**src/rtl/bcjr_alpha_unit_if.sv**
```systemverilog
// trellis_if: trellis description used by bcjr_alpha_unit.
//   next_state[s][u] : to-state reached from state s with input symbol u
//   outputs[s][u]    : code-bit word emitted on that branch (bit b = code bit b)
// master drives the tables, slave (the alpha unit) reads them.
interface trellis_if #(
  parameter int unsigned STATES      = 4,
  parameter int unsigned INPUT_BITS  = 1,
  parameter int unsigned OUTPUT_BITS = 2
);
  localparam int unsigned BRANCHES = 1 << INPUT_BITS;
  localparam int unsigned SW       = (STATES > 1) ? $clog2(STATES) : 1;

  logic [STATES-1:0][BRANCHES-1:0][SW-1:0]          next_state;
  logic [STATES-1:0][BRANCHES-1:0][OUTPUT_BITS-1:0] outputs;

  modport master (output next_state, output outputs);
  modport slave  (input  next_state, input  outputs);
endinterface

```
**src/rtl/bcjr_alpha_unit.sv**
```systemverilog
// bcjr_alpha_unit: max-log BCJR forward (alpha) recursion for one frame.
// A start pulse in IDLE writes the initial vector to address 0, then each
// accepted LLR beat produces the next alpha vector one cycle later at
// addresses 1..SYMBOLS; done pulses with the final write.
// Ports:
//   clk, reset       clock and synchronous active-high reset
//   trellis          trellis_if.slave: next-state / output tables (binary input)
//   start            frame-start request (honoured only in IDLE)
//   in_valid/ready   LLR beat handshake
//   llr_in           OUTPUT_BITS signed LLRs, index b = code bit b
//   alpha_wr_*       alpha store write port (step index, alpha vector)
//   done             one-cycle pulse with the last write
// Optional: define BCJR_ALPHA_NORM_EN to normalise each vector to max 0.
module bcjr_alpha_unit #(
  parameter int unsigned STATES      = 4,
  parameter int unsigned SYMBOLS     = 10,
  parameter int unsigned OUTPUT_BITS = 2,
  parameter int unsigned LLR_W       = 8,
  parameter int unsigned METRIC_W    = 12
) (
  input  logic                                  clk,
  input  logic                                  reset,
  trellis_if.slave                              trellis,
  input  logic                                  start,
  input  logic                                  in_valid,
  output logic                                  in_ready,
  input  logic [OUTPUT_BITS-1:0][LLR_W-1:0]     llr_in,
  output logic                                  alpha_wr_en,
  output logic [$clog2(SYMBOLS+1)-1:0]          alpha_wr_addr,
  output logic [STATES-1:0][METRIC_W-1:0]       alpha_wr_data,
  output logic                                  done
);
  localparam int unsigned AW       = $clog2(SYMBOLS+1);
  localparam int unsigned SW       = (STATES > 1) ? $clog2(STATES) : 1;
  localparam int unsigned BRANCHES = 2;
  localparam int unsigned NQ       = 1 << OUTPUT_BITS;
  // Branch metrics are kept wide enough that the sum of OUTPUT_BITS LLRs never wraps.
  localparam int unsigned BM_W     = LLR_W + $clog2(OUTPUT_BITS) + 1;
  localparam int unsigned SUM_W    = ((METRIC_W > BM_W) ? METRIC_W : BM_W) + 1;
  localparam int          MAX_I    = (2 ** (METRIC_W-1)) - 1;
  localparam int          NEG_I    = -(2 ** (METRIC_W-2));

  localparam logic signed [METRIC_W-1:0] MET_MAX = METRIC_W'(MAX_I);
  localparam logic signed [METRIC_W-1:0] NEG_INF = METRIC_W'(NEG_I);
  localparam logic signed [SUM_W-1:0]    SUM_MAX = SUM_W'(MAX_I);
  localparam logic signed [SUM_W-1:0]    SUM_NEG = SUM_W'(NEG_I);

  typedef enum logic [1:0] {S_IDLE, S_INIT, S_RUN, S_DONE} state_t;

  state_t                          state_q;
  logic [AW-1:0]                   cnt_q;
  logic [STATES-1:0][METRIC_W-1:0] alpha_q;
  logic                            in_ready_q;
  logic                            wr_en_q;
  logic [AW-1:0]                   wr_addr_q;
  logic [STATES-1:0][METRIC_W-1:0] wr_data_q;
  logic                            done_q;

  logic signed [LLR_W-1:0]         llr_s;
  logic signed [BM_W-1:0]          bm [NQ];
  logic signed [METRIC_W-1:0]      a_s;
  logic signed [SUM_W-1:0]         sum;
  logic signed [METRIC_W-1:0]      cand;
  logic signed [METRIC_W-1:0]      best [STATES];
  logic [STATES-1:0][METRIC_W-1:0] alpha_d;
  logic [STATES-1:0][METRIC_W-1:0] init_vec;
`ifdef BCJR_ALPHA_NORM_EN
  logic signed [METRIC_W-1:0]      mx;
  logic signed [METRIC_W:0]        diff;
`endif

  always_comb begin
    for (int unsigned s = 0; s < STATES; s++) begin
      init_vec[s] = (s == 0) ? '0 : NEG_INF;
    end
  end

  always_comb begin
    llr_s = '0;
    a_s   = '0;
    sum   = '0;
    cand  = '0;
    for (int unsigned q = 0; q < NQ; q++) begin
      bm[q] = '0;
      for (int unsigned b = 0; b < OUTPUT_BITS; b++) begin
        llr_s = llr_in[b];
        if (((q >> b) & 32'd1) != 0) bm[q] = bm[q] + BM_W'(llr_s);
        else                         bm[q] = bm[q] - BM_W'(llr_s);
      end
    end
    // Every candidate is saturated into [NEG_INF, MAX], so NEG_INF is a safe
    // starting point for the max and the result for states with no predecessor.
    for (int unsigned s = 0; s < STATES; s++) begin
      best[s] = NEG_INF;
      for (int unsigned j = 0; j < STATES; j++) begin
        for (int unsigned p = 0; p < BRANCHES; p++) begin
          if (trellis.next_state[j][p] == SW'(s)) begin
            a_s = alpha_q[j];
            sum = SUM_W'(a_s) + SUM_W'(bm[trellis.outputs[j][p]]);
            if (sum > SUM_MAX)      cand = MET_MAX;
            else if (sum < SUM_NEG) cand = NEG_INF;
            else                    cand = sum[METRIC_W-1:0];
            if (cand > best[s]) best[s] = cand;
          end
        end
      end
    end
`ifdef BCJR_ALPHA_NORM_EN
    mx   = NEG_INF;
    diff = '0;
    for (int unsigned s = 0; s < STATES; s++) begin
      if (best[s] > mx) mx = best[s];
    end
    for (int unsigned s = 0; s < STATES; s++) begin
      diff = (METRIC_W+1)'(best[s]) - (METRIC_W+1)'(mx);
      if (diff < (METRIC_W+1)'(NEG_INF)) alpha_d[s] = NEG_INF;
      else                               alpha_d[s] = diff[METRIC_W-1:0];
    end
`else
    for (int unsigned s = 0; s < STATES; s++) begin
      alpha_d[s] = best[s];
    end
`endif
  end

  always_ff @(posedge clk) begin
    if (reset) begin
      state_q    <= S_IDLE;
      cnt_q      <= '0;
      alpha_q    <= '0;
      in_ready_q <= 1'b0;
      wr_en_q    <= 1'b0;
      wr_addr_q  <= '0;
      wr_data_q  <= '0;
      done_q     <= 1'b0;
    end else begin
      wr_en_q <= 1'b0;
      done_q  <= 1'b0;
      case (state_q)
        S_IDLE: begin
          if (start) begin
            state_q   <= S_INIT;
            cnt_q     <= '0;
            alpha_q   <= init_vec;
            wr_en_q   <= 1'b1;
            wr_addr_q <= '0;
            wr_data_q <= init_vec;
          end
        end
        S_INIT: begin
          state_q    <= S_RUN;
          in_ready_q <= 1'b1;
        end
        S_RUN: begin
          if (in_valid && in_ready_q) begin
            alpha_q   <= alpha_d;
            wr_en_q   <= 1'b1;
            wr_addr_q <= cnt_q + AW'(1);
            wr_data_q <= alpha_d;
            cnt_q     <= cnt_q + AW'(1);
            // The last write lands in the DONE cycle, so done rides along with it.
            if (cnt_q == AW'(SYMBOLS-1)) begin
              state_q    <= S_DONE;
              in_ready_q <= 1'b0;
              done_q     <= 1'b1;
            end
          end
        end
        S_DONE: begin
          state_q <= S_IDLE;
        end
        default: state_q <= S_IDLE;
      endcase
    end
  end

  assign in_ready      = in_ready_q;
  assign alpha_wr_en   = wr_en_q;
  assign alpha_wr_addr = wr_addr_q;
  assign alpha_wr_data = wr_data_q;
  assign done          = done_q;
endmodule

```
**src/flat_wrapper.sv**
```systemverilog
// flat-port wrapper written by rule: the top's interface ports become plain ports
module bcjr_alpha_unit_flat 
#(
  parameter int unsigned STATES      = 4,
  parameter int unsigned SYMBOLS     = 10,
  parameter int unsigned OUTPUT_BITS = 2,
  parameter int unsigned LLR_W       = 8,
  parameter int unsigned METRIC_W    = 12
)
  (clk, reset, start, in_valid, in_ready, llr_in, alpha_wr_en, alpha_wr_addr, alpha_wr_data, done, trellis_next_state, trellis_outputs);
  trellis_if #(.STATES(STATES), .INPUT_BITS(1), .OUTPUT_BITS(OUTPUT_BITS)) trellis_i ();
  input  logic clk;
  input  logic reset;
  input  logic start;
  input  logic in_valid;
  output logic in_ready;
  input  logic [OUTPUT_BITS-1:0][LLR_W-1:0] llr_in;
  output logic alpha_wr_en;
  output logic [$clog2(SYMBOLS+1)-1:0] alpha_wr_addr;
  output logic [STATES-1:0][METRIC_W-1:0] alpha_wr_data;
  output logic done;
  input wire logic [$bits(trellis_i.next_state)-1:0] trellis_next_state;
  input wire logic [$bits(trellis_i.outputs)-1:0] trellis_outputs;
  assign trellis_i.next_state = trellis_next_state;
  assign trellis_i.outputs = trellis_outputs;
  bcjr_alpha_unit #(.STATES(STATES), .SYMBOLS(SYMBOLS), .OUTPUT_BITS(OUTPUT_BITS), .LLR_W(LLR_W), .METRIC_W(METRIC_W)) u_core (.clk(clk), .reset(reset), .trellis(trellis_i), .start(start), .in_valid(in_valid), .in_ready(in_ready), .llr_in(llr_in), .alpha_wr_en(alpha_wr_en), .alpha_wr_addr(alpha_wr_addr), .alpha_wr_data(alpha_wr_data), .done(done));
endmodule
```
**config.mk**
```make
export PLATFORM = sky130hd
export DESIGN_NAME = bcjr_alpha_unit_flat
export DESIGN_NICKNAME = d
export VERILOG_FILES = /design/src/rtl/bcjr_alpha_unit_if.sv /design/src/rtl/bcjr_alpha_unit.sv /design/src/flat_wrapper.sv
export SDC_FILE = /design/constraint.sdc
export NUM_CORES = 1
export LEC_CHECK = 0
export CORE_ASPECT_RATIO = 1.5
export CORE_UTILIZATION = 40
export DETAILED_ROUTE_END_ITERATION = 8
export SLEW_MARGIN = 20
export SYNTH_ARGS = -nofsm -noshare
export SYNTH_HDL_FRONTEND = slang
export SYNTH_SLANG_ARGS = --single-unit
```
**constraint.sdc**
```tcl
create_clock -name clk -period 40.9 [get_ports clk]
set_clock_uncertainty 0.15 [all_clocks]
set_input_delay 6.135 -clock clk [delete_from_list [all_inputs] [get_ports clk]]
set_output_delay 6.135 -clock clk [all_outputs]
set_load 0.01 [all_outputs]
```
==> results.py <==
metrics = {
    "final_layout": {
        "fin_util": 0.442,
        "drive_above_1_share": 0.0850,
        "design_area_um2": 25600,
        "fillCellCount": 6100,
        "finalNetCount": 3657,
        "area_growth_pct": 9.58,
    },
    "worst_setup_path": {
        "critPathKind": "input pin to flop",
        "worstPathRequired_ns": 41.01,
        "timing.critical_path.buf_inv": 5,
        "cp_max_fo": 23,
        "critPathArrivalTime_ns": 30.35,
        "start_kind": "input pin",
        "cpPeakStageDelay_ns": 0.82,
        "endpoint_kind": "flop",
        "cp_common_cell": "a21oi_1",
        "cp_top_family": "compound AO/OA/AOI/OAI gates",
        "crit_path_top_delay_cell": "o311ai_2",
    },
    "logic_synthesis": {
        "ys.flop_type": "dfxtp_1",
        "netlist_area_um2": 23400,
        "yosys.area.top_type": "ha_1",
        "netlist_instances": 3110,
        "synth_nets": 3607,
        "synth_edf_count": 0,
        "yosys-top-cells-area": "ha_1, a21oi_1, mux4_2",
        "synth_seq_cells": 57,
        "async_flop_share": 0,
        "synth.top_cell.area_share": 0.232,
        "syn_avg_cell_area_um2": 7.51,
        "synth_cell_types": 126,
        "ys_seq_area_frac": 0.0489,
        "yosysWarnings": 0,
    },
    "global_route": {
        "grt_pass1_vias": 24300,
        "grt_pass1_wl_um": 150000,
        "grt_use_total": 0.339,
        "grt_max_degree": 39,
        "grt_overflow_total": 0,
        "antenna_found_initial": 1,
    },
    "place": {
        "place_area_um2": 25200,
        "gp_congestion": 1.04,
        "port_buffers": 106,
        "place.detailed.hpwl_um": 83800,
    },
    "drt": {
        "via_per_inst": 6.36,
        "wl_per_cell_um": 25.9,
        "drtIter0Drc": 1899,
        "drt-pass1-iter-count": 6,
        "drc": 0,
        "vias": 25000,
        "wirelength_um": 102000,
        "ant_nets": 0,
    },
    "clocking": {
        "cts_buffers": 9,
        "clkSinkCount": 57,
        "post_cts_buffers": 0,
        "clk_latency_ns": 0.35,
        "cts_root_buffer": "clkbuf_16",
        "cts_htree_levels": 3,
        "cts_tree": "built",
        "ctsHoldBuffers": 0,
        "clk_pin_slew_ns": 0.06,
        "ctsLongestPathBuffers": 2,
        "cts_resized": 0,
    },
    "floorplanning": {
        "die_h_um": 298,
        "dieArea_um2": 59400,
        "start_util": 0.404,
        "rows": 108,
        "die_w_um": 199,
        "core_um2": 57800,
        "ios": 107,
    },
    "timing": {
        "finalCritPeriodShare": 0.739,
        "max_freq_mhz": 33.1,
        "rsz0062_at_grt": "false",
        "fin_tns_setup_ns": 0,
        "maxSlewHeadroom": 0.194,
        "setup-violations-final": 0,
        "hold_violations": 0,
        "min_period_ns": 30.24,
        "worst_pin_slew_ns": 1.20,
        "finalMaxSlewViolations": 0,
    },
    "run_status": {
        "status": "complete, no violations",
    },
    "run": {
        "drv_cap": 0,
    },
    "worst_hold_path": {
        "worstHoldPathType": "flop to flop",
    },
}
[per-layer routing]
layer / GRT usage / vias to the layer above / routed length [um] / share of wire
met3: 0.0363 / 440 / 5710 / 0.056
met2: 0.599 / 1164 / 49900 / 0.49
li1: - / 11800 / - / -
met5: 0 / - / 0 / 0
met4: 0.286 / 0 / 10200 / 0.10
met1: 0.356 / 11700 / 36300 / 0.36
[cells in the final DEF (no fill, tap or decap), types with 36 or more instances in the layout]
| master | Yosys | final |
|---|---|---|
| o21ai_1 | 35 | 36 |
| inv_1 | 184 | 184 |
| mux2i_1 | 70 | 69 |
| mux2_2 | 55 | 55 |
| o21a_1 | 77 | 77 |
| xnor2_1 | 72 | 71 |
| nand4_1 | 38 | 38 |
| nand2b_1 | 59 | 59 |
| nor2b_1 | 70 | 70 |
| nor2_1 | 261 | 261 |
| mux4_2 | 56 | 56 |
| a21o_1 | 76 | 76 |
| ha_1 | 433 | 433 |
| o211ai_1 | 38 | 38 |
| buf_4 | 9 | 45 |
| nor3_1 | 70 | 69 |
| dfxtp_1 | 57 | 57 |
| nand2_1 | 278 | 278 |
| nand3_1 | 74 | 74 |
| clkdlybuf4s50_1 | 0 | 106 |
| xor2_1 | 38 | 38 |
| a21oi_1 | 262 | 261 |
| o21ai_0 | 216 | 215 |
[path summary, 6_finish.rpt]
kind                                  start                               to  slack, ns  cells past startpoint
min reg2reg  u_core.state_q[0]$_SDFFE_PP0P_   u_core.state_q[0]$_SDFFE_PP0P_       0.35                      2
max                               llr_in[1]  u_core.alpha_q[17]$_SDFFE_PP0P_      10.66                    108
max reg2reg  u_core.alpha_q[0]$_SDFFE_PP0P_  u_core.alpha_q[17]$_SDFFE_PP0P_      19.05                     92
min          u_core.state_q[0]$_SDFFE_PP0P_   u_core.state_q[0]$_SDFFE_PP0P_       0.35                      2
[stage by stage]
stage	hold WS, ns	setup WS (ns)	instances
after floorplan	0.318	14.34	3110
after global placement	0.335	10.90	3918
after detailed placement	0.348	10.93	3918
after CTS	0.355	11.20	3934
after global routing	0.376	9.21	3936
final	0.352	10.66	3937
[flip-flops by register name, summed over array words and instances, names as in the netlist]
name                cells
u_core.alpha_q         48
u_core.alpha_wr_en      1
u_core.cnt_q            4
u_core.done             1
u_core.in_ready         1
u_core.state_q          2
[cell usage after synthesis, types with 72 or more instances]
library cell / number
a21o_1: 76
a21oi_1: 262
clkbuf_1: 73
ha_1: 433
inv_1: 184
nand2_1: 278
nand3_1: 74
nor2_1: 261
o21a_1: 77
o21ai_0: 216
xnor2_1: 72
[worst reg2reg max path, delay by kind of cell, from the launching register on]
kind	cells	cell delay (ns)
AO/OA/AOI/OAI	40	9.62
adder cells (fa/ha/maj)	9	3.10
buffers and inverters	4	0.78
flip-flops	1	0.49
multiplexers	2	0.76
AND/OR/NAND/NOR	37	6.86
[cells by family (layout without fill, tap and decap cells)]
family	after synthesis	in the layout	share of synthesized area
buf+inv	301	356	0.0529
xor+xnor	111	111	0.0420
mux	195	195	0.118
simple gates	991	991	0.206
flops	57	57	0.0489
fa+ha+maj	451	451	0.245
other cells	0	2	0
compound gates	1004	1004	0.287
[cell type report]
type | count | area [um^2] | area share
multi-input combinational | 2752 | 21000 | 0.823
timing repair buffer | 152 | 1400 | 0.0549
sequential | 57 | 1140 | 0.0446
tap | 770 | 963 | 0.0377
inverter | 188 | 706 | 0.0276
clock buffer | 9 | 225 | 0.00880
clock inverter | 7 | 95.1 | 0.00372
antenna | 2 | 5.00 | 0.000196
Power is left out: the tool's default activity adds up to more than one toggle a clock period on the data nets, which glitch-free logic cannot reach.
